$ cat src/rtl/uart_frame_pkg.sv
// Shared constants for the UART frame parser: sync byte, FSM encoding and checksum rule.
package uart_frame_pkg;

    localparam logic [7:0] SYNC_BYTE = 8'hA5;

    localparam logic [1:0] S_IDLE    = 2'd0;
    localparam logic [1:0] S_LEN     = 2'd1;
    localparam logic [1:0] S_PAYLOAD = 2'd2;
    localparam logic [1:0] S_CHK     = 2'd3;

    // A frame is good when LEN + payload + CHK sums to this value modulo 256.
    localparam int unsigned CHK_W    = 8;
    localparam logic [7:0]  CHK_GOOD = 8'h00;

    function automatic logic chk_ok(input logic [CHK_W-1:0] sum, input logic [CHK_W-1:0] chk);
        logic [CHK_W-1:0] total;
        total = sum + chk;
        return total == CHK_GOOD;
    endfunction

endpackage

$ cat src/rtl/uart_frame_timer.sv
// Inter-byte timeout counter; only built when UART_FRAME_TIMEOUT_EN is defined.
module uart_frame_timer #(
    parameter int unsigned TIMEOUT_CYCLES = 480000
) (
    input  logic clk_100MHz,
    input  logic reset,
    input  logic run,
    input  logic kick,
    output logic expired
);

    localparam int unsigned CNT_W = $clog2(TIMEOUT_CYCLES + 1);
    localparam logic [CNT_W-1:0] CNT_MAX = CNT_W'(TIMEOUT_CYCLES);

    logic [CNT_W-1:0] count_q, count_d;

    // A byte in the expiry cycle wins, so expiry is masked by kick.
    assign expired = run && !kick && (count_q == CNT_MAX);

    always_comb begin
        count_d = count_q;
        if (!run || kick) begin
            count_d = '0;
        end else if (count_q != CNT_MAX) begin
            count_d = count_q + CNT_W'(1);
        end
    end

    always_ff @(posedge clk_100MHz) begin
        if (reset) begin
            count_q <= '0;
        end else begin
            count_q <= count_d;
        end
    end

endmodule

$ cat src/rtl/uart_frame_parser.sv
// Byte-stream framer: SYNC | LEN | payload | CHK, publishes validated frames.
// Optional inter-byte timeout enabled by defining UART_FRAME_TIMEOUT_EN.
module uart_frame_parser
    import uart_frame_pkg::*;
#(
    parameter int unsigned DBITS          = 8,
    parameter int unsigned MAX_LEN        = 16,
    parameter int unsigned LEN_BITS       = 8,
    parameter int unsigned TIMEOUT_CYCLES = 480000
) (
    input  logic                      clk_100MHz,
    input  logic                      reset,
    input  logic [DBITS-1:0]          rx_data,
    input  logic                      rx_valid,
    output logic                      frame_valid,
    output logic [LEN_BITS-1:0]       frame_len,
    output logic [DBITS*MAX_LEN-1:0]  frame_data,
    output logic                      err_chk,
    output logic                      err_len,
    output logic                      err_timeout,
    output logic                      busy
);

    logic [1:0]                        state_q, state_d;
    logic [LEN_BITS-1:0]               len_q, len_d;
    logic [LEN_BITS-1:0]               idx_q, idx_d;
    logic [CHK_W-1:0]                  sum_q, sum_d;
    logic [MAX_LEN-1:0][DBITS-1:0]     buf_q, buf_d;
    logic [MAX_LEN-1:0][DBITS-1:0]     frame_data_q, frame_data_d;
    logic [LEN_BITS-1:0]               frame_len_q, frame_len_d;
    logic                              frame_valid_q, frame_valid_d;
    logic                              err_chk_q, err_chk_d;
    logic                              err_len_q, err_len_d;
    logic                              err_timeout_q, err_timeout_d;
    logic                              timeout_hit;

`ifdef UART_FRAME_TIMEOUT_EN
    uart_frame_timer #(
        .TIMEOUT_CYCLES(TIMEOUT_CYCLES)
    ) u_timer (
        .clk_100MHz(clk_100MHz),
        .reset     (reset),
        .run       (state_q != S_IDLE),
        .kick      (rx_valid),
        .expired   (timeout_hit)
    );
`else
    logic unused_cfg;
    assign unused_cfg  = TIMEOUT_CYCLES[0];
    assign timeout_hit = 1'b0;
`endif

    always_comb begin
        state_d       = state_q;
        len_d         = len_q;
        idx_d         = idx_q;
        sum_d         = sum_q;
        buf_d         = buf_q;
        frame_data_d  = frame_data_q;
        frame_len_d   = frame_len_q;
        frame_valid_d = 1'b0;
        err_chk_d     = 1'b0;
        err_len_d     = 1'b0;
        err_timeout_d = 1'b0;
        if (rx_valid) begin
            case (state_q)
                S_IDLE: begin
                    if (rx_data == SYNC_BYTE) state_d = S_LEN;
                end
                S_LEN: begin
                    len_d = LEN_BITS'(rx_data);
                    sum_d = CHK_W'(rx_data);
                    if (LEN_BITS'(rx_data) > LEN_BITS'(MAX_LEN)) begin
                        err_len_d = 1'b1;
                        state_d   = S_IDLE;
                    end else begin
                        // Cleared even for LEN==0 so an empty frame publishes all-zero data.
                        buf_d   = '0;
                        idx_d   = '0;
                        state_d = (LEN_BITS'(rx_data) == '0) ? S_CHK : S_PAYLOAD;
                    end
                end
                S_PAYLOAD: begin
                    for (int i = 0; i < int'(MAX_LEN); i++) begin
                        if (idx_q == LEN_BITS'(i)) buf_d[i] = rx_data;
                    end
                    sum_d = sum_q + CHK_W'(rx_data);
                    idx_d = idx_q + LEN_BITS'(1);
                    if (idx_q == len_q - LEN_BITS'(1)) state_d = S_CHK;
                end
                S_CHK: begin
                    if (chk_ok(sum_q, CHK_W'(rx_data))) begin
                        frame_data_d  = buf_q;
                        frame_len_d   = len_q;
                        frame_valid_d = 1'b1;
                    end else begin
                        err_chk_d = 1'b1;
                    end
                    state_d = S_IDLE;
                end
                default: state_d = S_IDLE;
            endcase
        end else if (timeout_hit) begin
            err_timeout_d = 1'b1;
            state_d       = S_IDLE;
        end
    end

    always_ff @(posedge clk_100MHz) begin
        if (reset) begin
            state_q       <= S_IDLE;
            len_q         <= '0;
            idx_q         <= '0;
            sum_q         <= '0;
            buf_q         <= '0;
            frame_data_q  <= '0;
            frame_len_q   <= '0;
            frame_valid_q <= 1'b0;
            err_chk_q     <= 1'b0;
            err_len_q     <= 1'b0;
            err_timeout_q <= 1'b0;
        end else begin
            state_q       <= state_d;
            len_q         <= len_d;
            idx_q         <= idx_d;
            sum_q         <= sum_d;
            buf_q         <= buf_d;
            frame_data_q  <= frame_data_d;
            frame_len_q   <= frame_len_d;
            frame_valid_q <= frame_valid_d;
            err_chk_q     <= err_chk_d;
            err_len_q     <= err_len_d;
            err_timeout_q <= err_timeout_d;
        end
    end

    assign frame_valid = frame_valid_q;
    assign frame_len   = frame_len_q;
    assign frame_data  = frame_data_q;
    assign err_chk     = err_chk_q;
    assign err_len     = err_len_q;
    assign err_timeout = err_timeout_q;
    assign busy        = (state_q != S_IDLE);

endmodule

$ cat config.mk
export PLATFORM = sky130hd
export DESIGN_NAME = uart_frame_parser
export DESIGN_NICKNAME = d
export VERILOG_FILES = /design/src/rtl/uart_frame_pkg.sv /design/src/rtl/uart_frame_timer.sv /design/src/rtl/uart_frame_parser.sv
export SDC_FILE = /design/constraint.sdc
export NUM_CORES = 1
export LEC_CHECK = 0
export CAP_MARGIN = 20
export CORE_ASPECT_RATIO = 1.5
export CORE_MARGIN = 3
export CORE_UTILIZATION = 50
export DETAILED_ROUTE_END_ITERATION = 10
export MAX_ROUTING_LAYER = met4
export PLACE_DENSITY_LB_ADDON = 0.15
export REMOVE_ABC_BUFFERS = 1
export SETUP_SLACK_MARGIN = 0.2
export SLEW_MARGIN = 5
export SYNTH_ARGS = -nofsm -noshare
export SYNTH_HDL_FRONTEND = slang
export SYNTH_HIERARCHICAL = 1
export SYNTH_SLANG_ARGS = --single-unit
export TNS_END_PERCENT = 100
$ cat constraint.sdc
create_clock -name clk_100MHz -period 4.5 [get_ports clk_100MHz]
set_clock_uncertainty 0.05 [all_clocks]
set_input_delay 1.35 -clock clk_100MHz [delete_from_list [all_inputs] [get_ports clk_100MHz]]
set_output_delay 1.35 -clock clk_100MHz [all_outputs]
set_load 0.03 [all_outputs]
After elaboration in Yosys (flattened, before gate mapping)
Index checks and enable logic that the tools add are counted.
{ "totals": {"regBits": 293, "input_bits": 11, "out_inout_bits": 141, "elab_cells": 144} }
{ "classes": {"n_addsub": 3, "n_lt_le_gt_ge": 1, "eq_ne": 39, "mux": 29, "bitwise_logic": 3, "reduce_logical": 29} }
{ "ops": {"columns": ["cell", "count"], "rows": [
  ["one-hot mux 128 bit (2 select lines)", 1],
  ["two-way mux 8 bit", 17],
  ["two-way mux 128 bit", 1],
  ["== test 8 x 4 -> 1 bit, second input constant", 8],
  ["AND reduction 4 bit", 16],
  ["inequality test 2 bit, second input constant", 19],
  ["== test 8 x 3 -> 1 bit, second input constant", 4],
  ["one-hot mux 8 bit (2 select lines)", 2],
  ["zero test 8 bit", 3],
  ["== test 8 x 2 -> 1 bit, second input constant", 2],
  ["AND reduction 3 bit", 3],
  ["adder 8 x 1 -> 8 bit, second input constant", 1],
  ["adder 8 bit", 1],
  ["== test 8 x 1 -> 1 bit, second input constant", 1],
  ["== test 8 bit", 1],
  ["== test 8 bit, second input constant", 1],
  ["greater-than comparator 8 x 5 -> 1 bit, second input constant", 1],
  ["one-hot mux 2 bit (4 select lines)", 1],
  ["subtractor 8 x 1 -> 8 bit, second input constant", 1],
  ["two-way mux 2 bit", 3],
  ["OR reduction 3 bit", 2],
  ["== test 2 bit, second input constant", 2],
  ["two-way mux 1 bit", 4],
  ["AND reduction 2 bit", 2],
  ["4 further kinds", 7]
]} }

Longest topological paths before layout
Gate-level depths: netlist (run 1).
{ "logic_depth": {"word_depth": 4, "mapped_depth": 13, "mapped_depth_nobuf": 10} }

Worst setup path after synthesis (run 1)
OpenSTA, ideal clock, no wires.
{ "synth_timing": {"path_kind": "input -> register", "start": "input port rx_data[0]", "end": "register frame_data_q, in the netlist frame_data[0]", "setup_time_ns": 0.072, "arrival_time_ns": 3.555, "t_required_ns": 4.378, "slack_ns": 0.824, "path_stages": 13, "path_buffers": 3, "cell_sequence": "ha_1 inv_1 fa_1 nor2b_1 o31a_1 a21oi_1 nor4b_1 nand4_1 nor4_1 buf_4 buf_6 buf_8 mux2i_1"} }
{ "synth_between": {"elab_chain_len": 3} }
{ "synth_rtl": {"columns": ["element", "line", "source"], "rows": [
  ["start, declared", "uart_frame_parser.sv:13", "input logic [DBITS-1:0] rx_data,"],
  ["adder 8 bit", "uart_frame_pkg.sv:17", "total = sum + chk;"],
  ["zero test 8 bit", "uart_frame_pkg.sv:18", "return total == CHK_GOOD;"],
  ["AND reduction 3 bit (no source line)", null, null],
  ["end signal, assigned", "uart_frame_parser.sv:128", "frame_data_q <= frame_data_d;"],
  ["end, declared", "uart_frame_parser.sv:29", "logic [MAX_LEN-1:0][DBITS-1:0] frame_data_q, frame_data_d;"]
]} }
Every way passes these cells.
A chain may end at the register's enable or synchronous reset.

Worst setup path after layout (run 1)
{ "layout_timing": {"start": "input port rx_data[0]", "end": "register frame_data_q, in the netlist frame_data[16]"} }
Same word-level chain as after synthesis.

==> flow_summary_export.csv, run 1 <==
group,metric,value,unit
flow_run,drv_cap,0,
synthesis,synth.avg_cell_area,8.90,um2
power_and_ir_drop,p_leak,5.00,nW
sta,hold_violations,0,
synthesis,synth-seq-cells,293,
placed_design,dp.cells,1821,
floorplan,start_util,51.3,%
synthesis,yosysWarnings,6,
grt,grt_max_degree,138,
worst_hold_path,hold_depth,2,
synthesis,synth_async_sr_flop_share,0,%
clock_network,cts_tree,"built",
synthesis,synth_most_common_cell,"dfxtp_1",
cells_and_area,ff_latch_area,5870,um2
placed_design,portBuffers,150,
cells_and_area,fin_cells,1871,
synthesis,netlist_area,12700,um2
clock_network,cts.path.max_buffers,3,
clock_network,cts_buffers,28,
cells_and_area,antenna_cells,0,
synthesis,synthCells,1424,
synthesis,yosys-top-cells-area,"dfxtp_1 46%, nand2b_1 13%, mux2i_1 11%",
synthesis,synthTopCellsByCount,"293 x dfxtp_1, 280 x nor2_1, 273 x nand2b_1",
sta,drv_slew,0,
cells_and_area,drive_gt1_share,5.69,%
cells_and_area,nFillCells,2200,
floorplan,die_h,201,um
cells_and_area,nets,1555,
worst_hold_path,hold_path.class,"register to register",
worst_setup_path,worstSetupEndpointType,"register",
synthesis,synth_top_area_share,46.3,%
placed_design,gp_congestion,0.866,
clock_network,cts-root-buf,"clkbuf_16",
cells_and_area,syn_to_final_growth,21.2,%
worst_setup_path,arrival,4440,ps
routing,firstDrtPassIters,5,
sta,fin_crit,4040,ps
synthesis,synth_ff_type,"dfxtp_1",
grt,grt_pass1_vias,9355,
power_and_ir_drop,p_per_area,332,nW/um2
routing,num_vias,9878,
clock_network,clkSinkCount,293,
clock_network,cts_hold_buffers,0,
synthesis,synth_edf_count,0,
grt,grt.total_usage,21.9,%
grt,antenna_found_initial,0,
worst_setup_path,cp.required,4900,ps
clock_network,clk_latency,530,ps
worst_setup_path,reg2reg_depth,12,
routing,detail_route.wl_per_cell,15.9,um
sta,tightest_slew,1070,ps
routing,drt-total-wl,29700,um
worst_setup_path,critPathMaxFanout,29,
floorplan,rows,70,
routing,ant_nets,0,
sta,setup_violations,0,
grt,grt_overflow,0,
grt,grt_pass1_wl,48400,um
sta,timing.fmax,0.248,GHz
power_and_ir_drop,irDropWorstVdd,299,uV
routing,drc,0,
placed_design,pre_cts_ws,-6.22,ps
floorplan,pin_count,152,
sta,setup-tns-final,0,ps
floorplan,core_area,24700,um2
synthesis,synthDominantAreaCellType,"dfxtp_1",
placed_design,dp_hpwl,18800,um
clock_network,htree_levels,1,
sta,min_period_over_period,89.7,%
sta,relSlewSlack,28.7,%
cells_and_area,multi_input_area,6240,um2
worst_setup_path,critPathLaunchType,"primary input",
clock_network,ctsResizeCount,0,
synthesis,yosysUniqueCellTypes,46,
sta,setup_slack,463,ps
routing,drt_iter0_markers,627,
clock_network,clk_pin_slew_worst_paths,60,ps
outcome,status,"finished, final reports clean",
routing,via_per_inst,5.28,
worst_setup_path,critPathKind,"primary input to register",
floorplan,die-area,27300,um2
synthesis,ys_seq_area_share,46.3,%
clock_network,postCtsSetupBuffers,0,
floorplan,die_w,136,um
sta,rsz0062_at_grt,"no",
==> per-stage QoR <==
| step | util, % | area [um2] | hold WS (ps) | total power, mW |
|---|---|---|---|---|
| global placement | 58.4 | 14400 | 408 | 2.78 |
| finish | 62.2 | 15400 | 421 | 5.11 |
| detailed placement | 58.4 | 14400 | 411 | 2.78 |
| global route | 62.2 | 15400 | 438 | 5.27 |
| floorplan | - | 12100 | 401 | 2.70 |
| CTS | 62.2 | 15400 | 424 | 5.15 |
==> cell families (layout without fill, tap and decap cells) <==
group	count (synthesis)	after routing	share of synthesized area, %
AND/OR/NAND/NOR	647	647	25.6
other	1	1	0.0296
adder cells (fa/ha/maj)	17	17	1.74
AO/OA/AOI/OAI	172	172	8.70
multiplexers	144	144	11.4
flip-flops	293	293	46.3
buffers and inverters	125	248	4.54
XOR/XNOR	25	25	1.73
==> placed cells by master, fill, tap and decap left out, drive strengths merged, types with 2 or more instances in the layout <==
master / n
ha: 16
o21a: 5
clkbuf: 43
o31a: 2
nor2: 280
xor2: 13
xnor2: 12
a21oi: 15
nor3b: 3
dfxtp: 293
or4: 3
nand4: 7
a31oi: 129
o41ai: 2
and3: 2
nor4b: 2
nand3b: 2
a211oi: 9
mux2i: 143
nand2: 34
clkinv: 5
o21ai: 4
and2: 2
bufinv: 2
buf: 38
nor4: 2
nand3: 20
nor3: 15
clkdlybuf4s50: 149
inv: 11
nand2b: 273
==> path summary, 6_finish.rpt <==
path	startpoint	to	slack, ps
setup / recovery	rx_data[0]	frame_data[16]	460
hold / removal	frame_data[26]	frame_data[26]	420
setup reg to reg	sum_q[0]	frame_data[16]	1440
hold reg to reg	frame_data[26]	frame_data[26]	420
==> critical path, cell delays in order <==
cell and delay, ps:
clkdlybuf4s50_1 490, ha_1 190, inv_1 60, fa_1 400, nor2b_1 150, o31a_1 160, a21oi_1 60, nor4b_1 460
nand4_1 170, nor4_2 210, buf_4 250, buf_12 240, mux2i_1 230
==> cell type report <==
cell class,instances,area share (%)
multi-input combinational,1006,40.6
sequential,293,38.2
timing repair buffer,187,12.2
clock buffer,43,5.52
tap,324,2.64
clock inverter,7,0.554
inverter,11,0.269
==> metal layers <==
metal	track usage (%)	wire length, um
met1	28.6	13200
met2	36.6	14800
met3	1.93	1110
met4	5.66	601
met5	-	0
==> flip-flops by register name, indices dropped and copies added (netlist names), named ones only <==
signal / cells
frame_data: 128
sum_q: 8
frame_valid: 1
frame_len: 8
err_len: 1
buf_q: 128
err_chk: 1
state_q: 1
idx_q: 8
len_q: 8
==> where the power goes <==
group	leakage [nW]	internal, mW	switching, mW	total [mW]
sequential	2.36	2.59	0.000181	2.59
clock	0.464	1.40	0.976	2.38
combinational	2.18	0.0619	0.0689	0.131
(Power assumes the default switching activity.)
==> run 2, diff against run 1 <==
- ABC_CLOCK_PERIOD_IN_PS: unset -> 3600
- clock period: 4.5 -> 3.6 ns (I/O delays scaled with it)
==> run 2 against run 1 <==
Against the previous run:
- clock-buffer cell count shrank 2
- via count grew 3.0%
- critical path depth grew 3
- global-route usage grew 1.1 points
- final cell count grew 3.3%
- first-iteration DRC count shrank 0.96%
- critical endpoint is now frame_data[115]
==> flow_summary_export.csv, run 2 (same netlist as run 1, synthesis figures left out) <==
group,metric,value,unit
outcome,status,"finished, final reports clean",
floorplan,core_area,24700,um2
clock_network,clk_latency,540,ps
clock_network,cts-root-buf,"clkbuf_16",
worst_setup_path,arrival,3670,ps
routing,detail_route.wl_per_cell,16.1,um
worst_setup_path,reg2reg_depth,15,
grt,grt_max_degree,114,
sta,drv_slew,0,
placed_design,gp_congestion,0.885,
cells_and_area,antenna_cells,0,
routing,drc,0,
worst_setup_path,worstSetupEndpointType,"register",
sta,tightest_slew,899,ps
worst_hold_path,hold_path.class,"register to register",
floorplan,pin_count,152,
worst_setup_path,setup.worst_path.end,"frame_data[115]",
sta,timing.fmax,0.304,GHz
power_and_ir_drop,irDropWorstVdd,354,uV
worst_setup_path,cp.required,3980,ps
floorplan,rows,70,
power_and_ir_drop,p_leak,5.42,nW
routing,ant_nets,0,
cells_and_area,syn_to_final_growth,27.8,%
clock_network,cts_tree,"built",
grt,grt_overflow,0,
worst_setup_path,r2r-end,"frame_data[106]",
worst_setup_path,reg2reg_slack,620,ps
grt,grt_pass1_vias,9904,
routing,firstDrtPassIters,5,
worst_setup_path,critPathLaunchType,"primary input",
floorplan,start_util,51.3,%
flow_run,drv_cap,0,
placed_design,dp_hpwl,19600,um
sta,hold_violations,0,
grt,grt.total_usage,23.0,%
routing,drt_iter0_markers,621,
cells_and_area,drive_gt1_share,10.1,%
floorplan,die_h,201,um
clock_network,clkSinkCount,293,
worst_setup_path,crit-reg2reg-launch,"sum_q[0]",
power_and_ir_drop,p_per_area,394,nW/um2
sta,min_period_over_period,91.4,%
sta,relSlewSlack,40.1,%
clock_network,htree_levels,1,
placed_design,pre_cts_ws,-732,ps
grt,grt_pass1_wl,50900,um
floorplan,die_w,136,um
grt,antenna_found_initial,0,
clock_network,cts.path.max_buffers,3,
routing,via_per_inst,5.26,
routing,drt-total-wl,31000,um
routing,num_vias,10200,
sta,setup_violations,0,
cells_and_area,final_common_cell,"dfxtp_1",
cells_and_area,nets,1616,
worst_setup_path,critPathMaxFanout,5,
sta,rsz0062_at_grt,"no",
clock_network,clk_pin_slew_worst_paths,60,ps
worst_setup_path,critPathKind,"primary input to register",
placed_design,portBuffers,150,
floorplan,die-area,27300,um2
clock_network,cts_buffers,28,
sta,setup_slack,311,ps
clock_network,cts_hold_buffers,0,
power_and_ir_drop,finalPower,6.37,mW
worst_setup_path,cp-startpoint,"rx_data[2]",
sta,fin_crit,3290,ps
cells_and_area,final_cell_mix,"293 x dfxtp_1, 279 x nor2_1, 273 x nand2b_1, 144 x clkdlybuf4s50_1, 143 x mux2i_1",
==> run 2: cell types whose count changed in the layout (fill, tap and decap cells not counted), sizes merged <==
cell | before | now
dlymetal6s2s | 0 | 1
dlygate4sd2 | 0 | 1
clkdlybuf4s15 | 0 | 2
clkinv | 5 | 6
buf | 38 | 99
clkbuf | 43 | 41
clkinvlp | 0 | 1
inv | 11 | 12
clkdlybuf4s50 | 149 | 144
bufbuf | 0 | 1
==> run 2: cell type report <==
cell class	count	area [um2]
inverter	11	41.3
sequential	293	5870
tap	324	405
timing repair buffer	248	2640
clock buffer	41	811
multi-input combinational	1006	6330
clock inverter	10	109
fill	2155	8500
==> run 2: power by group <==
part           switching [mW]  internal [mW]  leakage, nW  total (mW)
clock                    1.25           1.71        0.454        2.95
sequential           0.000254           3.24         2.36        3.24
combinational          0.0921         0.0867         2.61       0.179
total                    1.34           5.03         5.42        6.37
==> run 2: metal layers <==
| layer | share of wire, % | up-vias | track usage, % |
|---|---|---|---|
| met2 | 51 | 195 | 39.2 |
| met3 | 3.1 | 55 | 2.31 |
| met5 | 0 | - | - |
| met1 | 43 | 4840 | 28.9 |
| li1 | - | 5084 | - |
| met4 | 2.9 | 0 | 6.70 |
==> run 2: stage by stage <==
| stage | cells | hold WS, ps | instance area, um2 | TNS [ps] | utilization, % |
|---|---|---|---|---|---|
| floorplan | 1310 | 401 | 12100 | -2740380 | - |
| global placement | 1857 | 410 | 14800 | -65700 | 59.9 |
| detailed placement | 1857 | 411 | 14800 | -86350 | 59.9 |
| CTS | 1933 | 424 | 16200 | 0 | 65.5 |
| global route | 1933 | 439 | 16200 | 0 | 65.6 |
| finish | 1933 | 422 | 16200 | 0 | 65.6 |
==> run 2: what timing repair did <==
action / CTS / global route
resized for setup: 30 / 9
setup endpoints to repair: 136 / 134
setup buffers: 18 / 0
pin swaps: 10 / 9
gates cloned: 7 / 0
==> run 2: critical path, cell delays in order <==
cell             delay (ps)
clkdlybuf4s15_1         210
ha_4                    230
nor2b_2                 150
o31a_1                  320
buf_4                   140
buf_4                   120
o21a_1                  190
nor2_2                  140
xnor2_2                 160
nor4_4                   50
buf_4                   150
buf_6                   110
buf_12                  130
buf_12                  120
bufbuf_16               260
mux2i_1                 100
==> run 2: worst min path at each step <==
stage / end / from / slack (ps) / cells after the start
after floorplan: len_q[6] / len_q[6] / 400 / 2
after global placement: frame_data[97] / buf_q[97] / 410 / 2
after detailed placement: frame_data[44] / frame_data[44] / 410 / 2
after CTS: frame_data[73] / buf_q[73] / 420 / 2
after global routing: frame_data[38] / frame_data[38] / 440 / 2
final: frame_data[38] / frame_data[38] / 420 / 2
==> run 3, diff against run 2 <==
- PLACE_DENSITY: unset -> 0.76
- PLACE_DENSITY_LB_ADDON: 0.15 -> unset
==> run 3 against run 2 <==
Against the previous run:
- sequential share of layout area grew 0.21 points
- worst hold slack lost 1.8 ps
- non-clock buffer count shrank 4
- combinational power is essentially flat
- first-iteration DRC count grew 23%
- register-to-register slack lost 50 ps
- critical path type unchanged
==> flow_summary_export.csv, run 3 (same netlist as run 1, synthesis figures left out) <==
group,metric,value,unit
worst_hold_path,hold_path.class,"register to register",
routing,via_per_inst,5.37,
clock_network,cts-root-buf,"clkbuf_16",
cells_and_area,final_common_cell,"dfxtp_1",
outcome,status,"finished, final reports clean",
cells_and_area,antenna_cells,0,
power_and_ir_drop,p_leak,5.36,nW
clock_network,clk_latency,530,ps
cells_and_area,syn_to_final_growth,27.0,%
worst_setup_path,crit-reg2reg-launch,"sum_q[0]",
placed_design,portBuffers,150,
worst_setup_path,critPathLaunchType,"primary input",
worst_setup_path,cp.required,4000,ps
floorplan,die_h,201,um
cells_and_area,final_util,65.2,%
routing,num_vias,10300,
routing,top_layer_used,"met4",
placed_design,gp_congestion,0.888,
grt,grt_pass1_wl,52000,um
cells_and_area,drive_gt1_share,10.1,%
floorplan,die-area,27300,um2
flow_run,drv_cap,0,
cells_and_area,ff_latch_area,5870,um2
cells_and_area,nFillCells,2008,
sta,setup_violations,0,
routing,drt-total-wl,32200,um
worst_setup_path,critPathMaxFanout,7,
sta,timing.fmax,0.305,GHz
worst_setup_path,worstSetupEndpointType,"register",
floorplan,pin_count,152,
floorplan,start_util,51.3,%
routing,firstDrtPassIters,5,
sta,hold_violations,0,
worst_setup_path,cp-startpoint,"rx_data[0]",
grt,grt_overflow,0,
power_and_ir_drop,finalPower,6.22,mW
placed_design,dp_hpwl,20500,um
worst_setup_path,arrival,3680,ps
clock_network,clkSinkCount,293,
grt,grt.total_usage,23.6,%
power_and_ir_drop,p_per_area,386,nW/um2
routing,wl_met1,13000,um
worst_hold_path,hold_start,"frame_data[80]",
routing,dr_wl_met3,1430,um
sta,tightest_slew,894,ps
routing,drc,0,
clock_network,cts_buffers,27,
grt,grt_max_degree,102,
routing,wl_met2,16600,um
cells_and_area,multi_input_area,6330,um2
clock_network,cts_tree,"built",
grt,grt_pass1_vias,10200,
worst_setup_path,critPathKind,"primary input to register",
sta,min_period_over_period,91.0,%
sta,relSlewSlack,40.4,%
routing,drt_iter0_markers,762,
grt,antenna_found_initial,0,
cells_and_area,final_cell_mix,"293 x dfxtp_1, 277 x nor2_1, 273 x nand2b_1, 144 x clkdlybuf4s50_1, 143 x mux2i_1",
clock_network,htree_levels,1,
clock_network,cts_hold_buffers,0,
sta,rsz0062_at_grt,"no",
routing,ant_nets,0,
routing,detail_route.wl_per_cell,16.8,um
cells_and_area,nets,1611,
floorplan,rows,70,
clock_network,cts.path.max_buffers,3,
clock_network,clk_pin_slew_worst_paths,70,ps
floorplan,core_area,24700,um2
floorplan,die_w,136,um
sta,fin_crit,3280,ps
sta,drv_slew,0,
power_and_ir_drop,irDropWorstVdd,344,uV
-- run 3: metal layers --
| layer | GRT usage [%] | up-vias |
|---|---|---|
| met3 | 2.51 | 76 |
| met1 | 28.0 | 4879 |
| met5 | - | - |
| li1 | - | 5073 |
| met4 | 8.29 | 0 |
| met2 | 41.2 | 296 |
-- run 3: worst paths after layout --
check	end	slack [ps]	cells after the start
max	frame_data[46]	320	18
min	frame_data[80]	420	2
min reg2reg	frame_data[80]	420	2
max reg2reg	frame_data[46]	570	17
-- run 3: layout make-up --
type / instances / area share, %
multi-input cells: 1006 / 39.3
well taps: 324 / 2.52
clock inverters: 11 / 0.730
clock buffers: 34 / 4.55
flip-flops and latches: 293 / 36.4
repair buffers: 244 / 16.2
inverters: 11 / 0.256
-- run 3: repair_timing --
| item | in CTS | in global routing |
|---|---|---|
| buffers inserted | 9 | 1 |
| resized for setup | 28 | 19 |
| pin swaps | 9 | 9 |
| cloned | 9 | 0 |
| endpoints found under the hold margin | 0 | 0 |
| endpoints found under the setup margin | 135 | 136 |
-- run 3: report_power, final --
group | switching [mW] | internal (mW) | leakage [nW] | total [mW]
logic | 0.0919 | 0.0886 | 2.59 | 0.180
clock network | 1.22 | 1.58 | 0.415 | 2.80
registers | 0.000262 | 3.24 | 2.36 | 3.24
-- run 3: critical path, stage by stage --
cell and delay (ps):
buf_6 100, ha_4 150, inv_2 40, fa_2 200, nor2b_2 50, o31a_1 250
buf_4 140, buf_4 120, o21a_1 190, nor2_2 130, xnor2_2 90, nor4_2 270
buf_4 180, buf_12 110, buf_12 140, buf_12 110, buf_16 120, mux2i_1 180
-- run 3: stage by stage --
stage          setup TNS, ps  hold slack [ps]  setup WS, ps  area, um2  cells
2_1_floorplan       -2740380              401        -18500      12100   1310
3_3_place_gp          -51880              408          -415      14800   1859
3_5_place_dp          -63900              412          -532      14800   1859
4_1_cts                    0              424           204      16000   1922
5_1_grt                    0              436           159      16100   1923
6_report                   0              420           323      16100   1923
